$ cat src/rtl/des_pkg.sv
`default_nettype none
// ============================================================================
// Module : des_pkg
// Brief  : DES widths and the IP / E permutation tables (DES 1-based positions)
// Rev    : 1.0
// ============================================================================
package des_pkg;

  localparam int BLK_W = 64;
  localparam int KEY_W = 56;
  localparam int EXP_W = 48;
  localparam int HALF_W = BLK_W / 2;

  localparam int IP_TABLE [64] = '{
    58, 50, 42, 34, 26, 18, 10, 2,
    60, 52, 44, 36, 28, 20, 12, 4,
    62, 54, 46, 38, 30, 22, 14, 6,
    64, 56, 48, 40, 32, 24, 16, 8,
    57, 49, 41, 33, 25, 17,  9, 1,
    59, 51, 43, 35, 27, 19, 11, 3,
    61, 53, 45, 37, 29, 21, 13, 5,
    63, 55, 47, 39, 31, 23, 15, 7
  };

  localparam int E_TABLE [48] = '{
    32,  1,  2,  3,  4,  5,
     4,  5,  6,  7,  8,  9,
     8,  9, 10, 11, 12, 13,
    12, 13, 14, 15, 16, 17,
    16, 17, 18, 19, 20, 21,
    20, 21, 22, 23, 24, 25,
    24, 25, 26, 27, 28, 29,
    28, 29, 30, 31, 32,  1
  };

endpackage
`default_nettype wire

$ cat src/rtl/des_expansion.sv
`default_nettype none
// ============================================================================
// Module : des_expansion
// Brief  : Combinational DES E-box, 32-bit half block to 48-bit expansion
// Rev    : 1.0
// ============================================================================
module des_expansion
  import des_pkg::*;
(
  input  logic [HALF_W-1:0] i_r,
  output logic [EXP_W-1:0]  o_e
);

  // DES position n lives at vector bit (width - n)
  for (genvar n = 1; n <= EXP_W; n++) begin : g_ebit
    assign o_e[EXP_W-n] = i_r[HALF_W-E_TABLE[n-1]];
  end

endmodule
`default_nettype wire

$ cat src/rtl/des_round_datapath.sv
`default_nettype none
// ============================================================================
// Module : des_round_datapath
// Brief  : DES front end - IP of the block, L0/R0 split, key hold, E(R0)
// Rev    : 1.0
// ============================================================================
module des_round_datapath
  import des_pkg::*;
#(
  parameter int BLK_W_P = BLK_W,
  parameter int KEY_W_P = KEY_W,
  parameter int EXP_W_P = EXP_W
) (
  input  logic               clk,
  input  logic               rst,
  input  logic               load_i,
  input  logic [BLK_W_P-1:0] block_i,
  input  logic [KEY_W_P-1:0] key_i,
  output logic               valid_o,
  output logic [31:0]        l_o,
  output logic [31:0]        r_o,
  output logic [EXP_W_P-1:0] exp_o,
  output logic [KEY_W_P-1:0] key_o
);

  logic [BLK_W_P-1:0] w_ip;
  logic [31:0]        r_l;
  logic [31:0]        r_r;
  logic [KEY_W_P-1:0] r_key;
  logic               r_valid;
  logic [EXP_W-1:0]   w_exp;

  for (genvar n = 1; n <= BLK_W; n++) begin : g_ipbit
    assign w_ip[BLK_W-n] = block_i[BLK_W-IP_TABLE[n-1]];
  end

  always_ff @(posedge clk) begin
    if (rst) begin
      r_l     <= '0;
      r_r     <= '0;
      r_key   <= '0;
      r_valid <= 1'b0;
    end else begin
      r_valid <= load_i;
      if (load_i) begin
        r_l   <= w_ip[BLK_W_P-1:32];
        r_r   <= w_ip[31:0];
        r_key <= key_i;
      end
    end
  end

  // Expansion hangs off the R register so it shares the register latency
  des_expansion u_expansion (
    .i_r (r_r),
    .o_e (w_exp)
  );

  assign valid_o = r_valid;
  assign l_o     = r_l;
  assign r_o     = r_r;
  assign exp_o   = w_exp;
  assign key_o   = r_key;

endmodule
`default_nettype wire

$ cat config.mk
export PLATFORM = sky130hd
export DESIGN_NAME = des_round_datapath
export DESIGN_NICKNAME = d
export VERILOG_FILES = /design/src/rtl/des_pkg.sv /design/src/rtl/des_expansion.sv /design/src/rtl/des_round_datapath.sv
export SDC_FILE = /design/constraint.sdc
export NUM_CORES = 1
export LEC_CHECK = 0
export CORE_MARGIN = 4
export CORE_UTILIZATION = 40
export DETAILED_ROUTE_END_ITERATION = 10
export PLACE_DENSITY = 0.86
export REMOVE_ABC_BUFFERS = 1
export SETUP_SLACK_MARGIN = 0.05
export SKIP_CTS_REPAIR_TIMING = 1
export SYNTH_ARGS = -nofsm -noshare
export SYNTH_HDL_FRONTEND = slang
export SYNTH_SLANG_ARGS = --single-unit
$ cat constraint.sdc
create_clock -name clk -period 2.15 [get_ports clk]
set_input_delay 0.645 -clock clk [delete_from_list [all_inputs] [get_ports clk]]
set_output_delay 0.645 -clock clk [all_outputs]
set_load 0.01 [all_outputs]
==> results of run 1 <==
cells in the mapped netlist, drive strengths merged:
cell type | count | share of area
nor2b | 1 | 0.0013
mux2i | 120 | 0.25
nor2 | 120 | 0.096
dfxtp | 121 | 0.51
clkbuf | 12 | 0.0096
buf | 63 | 0.13
path summary, 6_finish.rpt:
| path | startpoint | cells past startpoint | endpoint | slack (ps) |
|---|---|---|---|---|
| setup / recovery | r_o[12]$_SDFFE_PP0P_ | 1 | r_o[12] | 130 |
| hold / removal | key_o[38]$_SDFFE_PP0P_ | 2 | key_o[38]$_SDFFE_PP0P_ | 490 |
| setup reg to reg | r_o[6]$_SDFFE_PP0P_ | 2 | r_o[6]$_SDFFE_PP0P_ | 1440 |
| hold reg to reg | key_o[38]$_SDFFE_PP0P_ | 2 | key_o[38]$_SDFFE_PP0P_ | 490 |
flip-flops by register name, indices dropped and copies added (netlist names):
name	cells
valid_o	1
r_o	32
l_o	32
key_o	56
layer usage:
layer	GRT usage	routed length, um	share of wire
met2	0.355	7050	0.51
met3	0.105	1760	0.13
met5	0	0	0
met1	0.184	4640	0.34
met4	0.0940	396	0.029
area by class of cell:
cell class | instances | share of cell area
Timing Repair Buffer | 299 | 0.379
Sequential cell | 121 | 0.306
Clock buffer | 23 | 0.0617
Clock inverter | 8 | 0.0209
Multi-Input combinational cell | 241 | 0.210
Tap cell | 143 | 0.0226
power groups by stage:
stage	combinational (uW)	clock (uW)	sequential [uW]
CTS	1020	3160	2470
detailed placement	1010	0	2510
global route	1080	3250	2480
floorplan	189	0	2590
finish	1010	3110	2470
global placement	991	0	2500
cell families after synthesis:
group,after synthesis,synth area share
buffers and inverters,75,0.135
AND/OR/NAND/NOR,121,0.0968
multiplexers,120,0.255
flip-flops,121,0.514
per-stage QoR:
| step | hold WS (ps) | power (uW) | area [um2] | util | cells |
|---|---|---|---|---|---|
| 2_1_floorplan | 528 | 2780 | 4080 | - | 362 |
| 3_3_place_gp | 472 | 3490 | 7260 | 0.633 | 804 |
| 3_5_place_dp | 480 | 3530 | 7260 | 0.633 | 804 |
| 4_1_cts | 496 | 6660 | 7910 | 0.690 | 835 |
| 5_1_grt | 511 | 6810 | 7910 | 0.690 | 835 |
| 6_report | 492 | 6580 | 7910 | 0.690 | 835 |
==> results_dict.tcl, run 1 <==
set metrics [dict create \
    hold_viol 0 \
    power.switching_uw 1400 \
    cts.clk_slew.worst_paths_ps 50 \
    detail_route.wl_per_cell_um 16.6 \
    hpwl_um 10400 \
    finalCriticalPeriod_ps 2020 \
    via_per_inst 4.61 \
    intPower_uw 5180 \
    worst_slack_ps 129 \
    placementRows 39 \
    path_cells "clkdlybuf4s50_1" \
    ys_ff_latch 121 \
    crit_fanout 4 \
    wl_um 13900 \
    p_leak_uw 0.00340 \
    setup_viol 0 \
    power_frac_seq 0.375 \
    p_clk_frac 0.472 \
    slowest_delay_ps 570 \
    start_util 0.411 \
    track_usage 0.198 \
    worst_pin_slew_ps 625 \
    syn-cell-area_um2 4720 \
    rsz0062_at_grt "false" \
    clk_path_buf_depth 2 \
    firstDrtPassIters 4 \
    ir_drop_mv 0.564 \
    outcome "completed" \
    post-place-ws_ps 449 \
    yosysWarnings 0 \
    p_per_area_nw_per_um2 832 \
    cpMaxStageDelayCell "clkdlybuf4s50_1" \
    netlist_instances 437 \
    ys_seq_area_frac 0.514 \
    insertion_delay_ps 400 \
    hp-class "flop to flop" \
    diodes 0 \
    dieArea_um2 13600 \
    layout_common_cells "clkdlybuf4s50_1, dfxtp_1, mux2i_1, nor2_1, clkbuf_16" \
    slew_violations 0 \
    seqCellArea_um2 2420 \
    worstSetupStartpointType "flop" \
    layout_commonest_cell "clkdlybuf4s50_1" \
    cap_violations 0 \
    ant_nets 0 \
    skew_ps 0 \
    fillers 836 \
    tns_ps 0 \
    tritoncts "built" \
    fp.dieW_um 117 \
    cts_root_buf "clkbuf_16" \
    die_h_um 117 \
    clock_sinks 121 \
    drc_errors 0 \
    grt_antenna_before_repair 0 \
    grt_max_degree 62 \
    cts_made_buffers 17 \
    gp_congestion 0.796 \
    syn-mean-instance-area_um2 10.8 \
    multiInputGateArea_um2 1660 \
    io_buffer_count 291 \
    swShare 0.213 \
    drtIter0Drc 161 \
    fin_crit_sh 0.940 \
    vias 3851 \
    coreArea_um2 11500 \
    grt_pass1_wl_um 20600 \
    pin_count 292 \
    slew_headroom 0.583 \
    critPathBufInv 1 \
    endpoint_kind "output pin" \
    power_frac_comb 0.153 \
    area_growth_pct 67.8 \
    critPathKind "flop to output pin" \
    grt_pass1_vias 4116 \
    ys_types 9 \
    cts_max_level 4 \
    critPathRequiredTime_ps 1500 \
    path_delay_family "buffers and inverters" \
    clock.fmax_mhz 495 \
    final_nets 803 \
    drive_gt1_frac 0.0564 \
    gr-total-overflow 0 \
    arrival_ps 1380 \
]
No activity file was read; power rests on OpenSTA's default activity.
==> run 2: changes to the inputs <==
--- a/config.mk
+++ b/config.mk
@@ -6,4 +6,5 @@
 export NUM_CORES = 1
 export LEC_CHECK = 0
+export CORE_ASPECT_RATIO = 0.6
 export CORE_MARGIN = 4
 export CORE_UTILIZATION = 40
==> constraint.sdc (replaced) <==
create_clock -name clk -period 2.15 [get_ports clk]
set_input_delay 0.645 -clock clk [delete_from_list [all_inputs] [get_ports clk]]
set_output_delay 0.645 -clock clk [all_outputs]
set_load 0.05 [all_outputs]
==> results_dict.tcl, run 2 (synthesis results as in run 1) <==
set metrics [dict create \
    placementRows 30 \
    critPathRequiredTime_ps 1500 \
    diodes 0 \
    grt_max_degree 122 \
    area_growth_pct 66.2 \
    coreArea_um2 11400 \
    clock.fmax_mhz 544 \
    via_per_inst 4.49 \
    worst_pin_slew_ps 553 \
    critPathKind "flop to output pin" \
    path_cells "dlymetal6s2s_1" \
    post-place-ws_ps 323 \
    final_area_um2 7840 \
    fp.dieW_um 148 \
    grt_pass1_vias 3940 \
    grt_antenna_before_repair 0 \
    layout_common_cells "dfxtp_1, mux2i_1, nor2_1, clkdlybuf4s50_1, buf_4" \
    slowest_delay_ps 450 \
    p_leak_uw 0.00463 \
    cts_root_buf "clkbuf_16" \
    cts_made_buffers 17 \
    finalCriticalPeriod_ps 1840 \
    insertion_delay_ps 390 \
    critPathBufInv 1 \
    slew_violations 0 \
    drtIter0Drc 96 \
    io_buffer_count 291 \
    rsz0062_at_grt "false" \
    skew_ps 0 \
    ant_nets 0 \
    pin_count 292 \
    cpMaxStageDelayCell "dlymetal6s2s_1" \
    hp-class "flop to flop" \
    worst_slack_ps 310 \
    placed_area_um2 7040 \
    tns_ps 0 \
    dieArea_um2 13600 \
    hold_viol 0 \
    largest_reg_flops 56 \
    fin_crit_sh 0.856 \
    hpwl_um 10300 \
    detail_route.wl_per_cell_um 16.5 \
    endpoint_kind "output pin" \
    arrival_ps 1190 \
    cts_max_level 4 \
    gr-total-overflow 0 \
    firstDrtPassIters 4 \
    p_per_area_nw_per_um2 882 \
    start_util 0.413 \
    cap_violations 0 \
    clock_sinks 121 \
    worstSetupStartpointType "flop" \
    clk_path_buf_depth 2 \
    cts.clk_slew.worst_paths_ps 50 \
    outcome "completed" \
    crit_fanout 3 \
    track_usage 0.193 \
    gp_congestion 0.757 \
    setup_viol 0 \
    tritoncts "built" \
    vias 3818 \
    path_delay_family "buffers and inverters" \
    ir_drop_mv 0.543 \
    layout_commonest_cell "dfxtp_1" \
    slew_headroom 0.631 \
    wl_um 14000 \
    die_h_um 92.1 \
    drive_gt1_frac 0.194 \
    final_nets 801 \
    drc_errors 0 \
    grt_pass1_wl_um 21000 \
]
-- run 2: changes by cell type in the layout (fill, tap and decap cells not counted) --
cell,previous run,this run
clkdlybuf4s50_1,288,120
buf_4,7,100
dlymetal6s2s_1,1,72
clkbuf_8,4,0
clkinvlp_4,0,3
buf_12,2,4
clkinv_4,0,2
bufinv_16,5,4
clkbuf_1,2,3
-- run 2: metrics by stage --
step | hold slack, ps | utilization | std cells | power [uW]
after floorplan | 717 | - | 362 | 3340
after global routing | 513 | 0.687 | 851 | 7160
after detailed placement | 486 | 0.617 | 819 | 4050
after CTS | 499 | 0.671 | 851 | 6990
final | 486 | 0.687 | 851 | 6910
after global placement | 471 | 0.617 | 819 | 4020
-- run 2: where the power goes --
part / total (uW) / internal (uW) / switching (uW)
Sequential: 2470 / 2380 / 86.4
Clock: 2920 / 1940 / 983
Combinational: 1530 / 586 / 941
-- run 2: cell type report --
cell class | count | area, um2
clock buffer | 20 | 437
clock inverter | 12 | 175
fill | 869 | 3570
timing repair buffer | 297 | 2940
tap | 160 | 200
multi-input combinational | 241 | 1660
sequential | 121 | 2420
-- run 2: per-layer routing --
layer | part of all wire | vias up | GRT usage
met4 | 0.0076 | 0 | 0.0461
met2 | 0.51 | 149 | 0.341
met5 | 0 | - | 0
met1 | 0.40 | 1784 | 0.215
met3 | 0.090 | 11 | 0.0849
li1 | - | 1874 | -
-- run 2: worst paths after layout --
kind | start | to | slack [ps] | depth (start not counted)
worst min register to register | l_o[15]$_SDFFE_PP0P_ | l_o[15]$_SDFFE_PP0P_ | 490 | 2
worst min-delay path | l_o[15]$_SDFFE_PP0P_ | l_o[15]$_SDFFE_PP0P_ | 490 | 2
worst max register to register | r_o[12]$_SDFFE_PP0P_ | r_o[12]$_SDFFE_PP0P_ | 1440 | 2
worst max-delay path | r_o[14]$_SDFFE_PP0P_ | exp_o[21] | 310 | 1
==> variant 1, RTL diff (settings of run 1) <==
The package constant `KEY_W` goes from 56 to 28.
--- a/src/rtl/des_pkg.sv
+++ b/src/rtl/des_pkg.sv
@@ -7,7 +7,7 @@
 package des_pkg;
 
   localparam int BLK_W = 64;
-  localparam int KEY_W = 56;
+  localparam int KEY_W = 28;
   localparam int EXP_W = 48;
   localparam int HALF_W = BLK_W / 2;
 
Ports: changed (resized key_i and key_o); port bits go from 292 to 236. No check against the original RTL was run, so the function may have changed too.
==> variant 1 against run 1 <==
Clock skew unchanged; sequential cell count down 28; combinational power shrank 21%; power shrank 42%; via count decreased by 23%; critical path depth did not move; setup slack improved by 9.3 ps; design area fell by 26%; global-route usage down 1.8 points; routed wire length is 27% lower; critical path type unchanged; core utilization down 3.0 points; area after synthesis shrank 21%; die area fell by 20%.
==> variant 1: results (changes against run 1) <==
Commonest cells post-synth=dfxtp_1, mux2i_1, nor2_1; CP peak stage delay=600 ps (+30 ps); highest routed layer=met4; Mapped Cells=347 (-21%); CTS Buf Count=9 (-8); register area share after synthesis=50.1% (-1.3 points); M1 wire length=3730 um (-20%); leakage=0.00247 uW (-27%); VDD IR max=0.000428 V (-24%); area post-placement=5670 um^2 (-22%); largest net degree at the start of global routing=94 (+52%); Clock Skews=0 ps (unchanged); Placed Cells=624 (-22%); Critical-path top delay cell=clkdlybuf4s50_1; WL/cell=15.7 um (-5.2%); number of port buffers=235 (-19%); Root Driver=clkbuf_8; Rel. slew slack=72.3% (+14 points); Async SR Flop Fraction=0% (unchanged); crit path max fanout=4 (unchanged); vias per cell=4.62 (+0.21%); initial drt markers=89 (-45%); Hold WC Path Type=flop to flop; CP arrival=1370 ps; Int Power=2850 uW (-45%); distinct cell type count after synthesis=8 (-1); diode count=0 (unchanged); routability cong.=0.690 (-13%); Final HPWL DP=7670 um (-27%); CP delay by family, top=buffers and inverters; Worst-path clk slew=90 ps (+40 ps); number of global-route vias before repair=3136 (-24%); met3 wire len=1150 um (-35%); Setup WS pre-CTS=486 ps (+36.7 ps); yosys warns=0 (unchanged); clk buf depth=2 (unchanged); share of cells above drive strength 1=3.95% (-1.7 points); fin cells=640 (-23%); worst skew pair latency=340 ps (-60 ps); met2 WL=5030 um (-29%); number of H-tree levels=3 (-1); status=complete, no violations; GR Util All Layers=18.0% (-1.8 points); antenna violations before repair=0 (unchanged); ys flop type=dfxtp_1; first-pass GRT wire length=15900 um (-23%); DR pass1 iterations=4 (unchanged); Synth area leaders=dfxtp_1, mux2i_1, buf_4, nor2_1, buf_12
[variant 1: cell types whose count changed after synthesis]
cell	change
dfxtp_1	-28
mux2i_1	-28
nor2_1	-28
clkbuf_1	-3
buf_12	-1
buf_4	-1
buf_8	-1
[variant 1: logic make-up after synthesis]
family / after synthesis / share of synthesized area (%)
flops: 93 / 50.1
buf+inv: 69 / 15.7
simple gates: 93 / 9.46
mux: 92 / 24.8
[variant 1: layer usage]
metal  vias to the layer above  track usage, %
met5                         -               0
met4                         0            6.17
li1                       1437               -
met3                        13            7.82
met2                       156            31.6
met1                      1352            19.1
[variant 1: worst min-delay path, delay by kind of cell, from the launching register on]
| kind | cells | cell delay, ps |
|---|---|---|
| DFF | 1 | 330 |
| and+or+nand+nor | 1 | 70 |
| muxes | 1 | 60 |
[variant 1: worst paths after layout]
check | end | cells past startpoint | slack [ps] | from
worst min register to register | key_o[26] | 2 | 500 | key_o[26]
worst max-delay path | r_o[8] | 1 | 140 | r_o[8]
worst max register to register | r_o[20] | 2 | 1460 | r_o[20]
worst min-delay path | key_o[26] | 2 | 500 | key_o[26]
[variant 1: metrics by stage]
step / utilization [%] / hold slack, ps
after global routing: 66.0 / 523
after floorplan: - / 528
after global placement: 63.8 / 470
final: 66.0 / 497
after detailed placement: 63.8 / 482
after CTS: 66.0 / 503
[variant 1: power by group through the flow]
stage | Combinational, uW | Sequential, uW | Clock, uW
floorplan | 145 | 2000 | 0
global placement | 791 | 1920 | 0
detailed placement | 806 | 1930 | 0
CTS | 811 | 1890 | 1160
global route | 853 | 1900 | 1240
finish | 799 | 1890 | 1110
[variant 1: area by class of cell]
type	count	area, um^2
fill	697	3020
multi-input combinational	185	1270
clock buffer	12	165
tap	108	135
sequential	93	1860
timing repair buffer	238	2400
clock inverter	4	31.3
==> variant 2, RTL diff (config.mk and constraints of run 1) <==
Made on the original files. Add an input register stage for `key_i`, cleared by the reset; this delays it by one clock. The other inputs are not delayed to match.
--- a/src/rtl/des_round_datapath.sv
+++ b/src/rtl/des_round_datapath.sv
@@ -23,6 +23,16 @@
   output logic [KEY_W_P-1:0] key_o
 );
 
+  logic [KEY_W_P-1:0] key_q;
+
+  always_ff @(posedge clk) begin
+    if (rst) begin
+      key_q <= '0;
+    end else begin
+      key_q <= key_i;
+    end
+  end
+
   logic [BLK_W_P-1:0] w_ip;
   logic [31:0]        r_l;
   logic [31:0]        r_r;
@@ -45,7 +55,7 @@
       if (load_i) begin
         r_l   <= w_ip[BLK_W_P-1:32];
         r_r   <= w_ip[31:0];
-        r_key <= key_i;
+        r_key <= key_q;
       end
     end
   end
Formal check against the unedited RTL: not equivalent (Yosys sat finds a counterexample within 4 cycles, from zero or initial values and one cycle with rst high).
==> variant 2 against run 1 <==
Sequential share of layout area up 6.8 points; area after synthesis up 32%; sequential cell count grew 56; routed wire length up 4.4%; die area rose by 30%; clock power decreased by 2%; setup slack gained 11 ps; via count up 15%; non-clock buffer count is 6 higher; design area increased by 20%; synthesized cell count up 27%; power is 15% higher; largest cell class is now flip-flops and latches; largest power group is now sequential cells.
==> variant 2: results (changes against run 1) <==
Synth area leaders=dfxtp_1, mux2i_1, nor2_1, buf_4, nor2b_1; GR Util All Layers=16.1% (-3.7 points); crit path max fanout=4 (unchanged); met2 WL=7170 um (+1.7%); met2 Usage GRT=28.1% (-7.4 points); Setup WS pre-CTS=475 ps (+26.0 ps); Non-clk bufs=305 (+2.0%); routability cong.=0.744 (-6.5%); number of port buffers=291 (unchanged); total number of vias=4437 (+15%); CTS Buf Count=17 (unchanged); number of H-tree levels=4 (unchanged); buffer share of cell area=32.5% (-5.4 points); first-pass GRT wire length=22800 um (+11%); met3 wire len=1390 um (-21%); Worst-path clk slew=60 ps; Storage cell area=3550 um^2 (+46%); met3 GRT Util=7.26% (-3.2 points); CP arrival=1370 ps; clock buf count=20 (-13%); Critical-path top delay cell=clkdlybuf4s50_1; Clock Skews=3.71 ps (+3.71 ps); register area share after synthesis=56.9% (+5.6 points); CTS Sinks=177 (+46%); ClkCell Share=6.32% (-1.9 points); Async SR Flop Fraction=0% (unchanged); grt met1 use=17.3% (-1.2 points); invs w/o clock=0 (unchanged); Routed Antenna Nets=0 (unchanged); nets@finish=921 (+15%); diode count=0 (unchanged); Rel. slew slack=74.2% (+16 points); yosys warns=0 (unchanged); M1 wire length=5690 um (+23%); CP delay by family, top=buffers and inverters; count of multi-input gates=297 (+23%); number of global-route vias before repair=4492 (+9.1%); VDD IR max=0.000519 V (-8.0%); Int Power=5880 uW (+14%); Combinational Power=994 uW; clk buf depth=2 (unchanged); fillers=1218 (+46%); initial drt markers=105 (-35%); largest net degree at the start of global routing=56 (-9.7%); fraction of standard cell area in multi-input logic=21.2% (+0.25 points); share of cells above drive strength 1=6.05% (+0.41 points); Commonest cells post-synth=dfxtp_1, mux2i_1, nor2_1; Root Driver=clkbuf_16; final WL=14500 um (+4.4%); status=complete, no violations; Hold WC Path Type=flop to flop; P_clk=3060 uW (-2%); main power-consuming group=sequential cells; antenna violations before repair=0 (unchanged); CP peak stage delay=590 ps (+20 ps); DR pass1 iterations=4 (unchanged); leakage=0.00397 uW (+17%); Final HPWL DP=10700 um (+2.9%); highest routed layer=met4
[variant 2: cell count changes after synthesis, sizes merged]
cell	delta
dfxtp	+56
nor2b	+56
buf	+8
clkbuf	-2
[variant 2: path summary, 6_finish.rpt]
kind | from | end | slack [ps] | cells after the start
setup / recovery | r_o[3] | exp_o[4] | 140 | 1
hold / removal | key_q[55] | key_o[55] | 460 | 2
setup reg to reg | r_o[17] | r_o[17] | 1480 | 2
hold reg to reg | key_q[55] | key_o[55] | 460 | 2
[variant 2: metrics by stage]
step | instance area [um^2] | std cells | utilization (%) | power, uW
finish | 9470 | 998 | 62.3 | 7590
global route | 9470 | 998 | 62.3 | 7890
CTS | 9460 | 998 | 62.3 | 7690
detailed placement | 8870 | 967 | 58.3 | 4610
global placement | 8870 | 967 | 58.3 | 4590
floorplan | 5550 | 474 | - | 3880
[variant 2: cells by family after synthesis]
kind of cell / count (synthesis) / share of synthesized area, %
simple gates: 177 / 13.0
buf+inv: 81 / 10.8
flops: 177 / 56.9
mux: 120 / 19.3
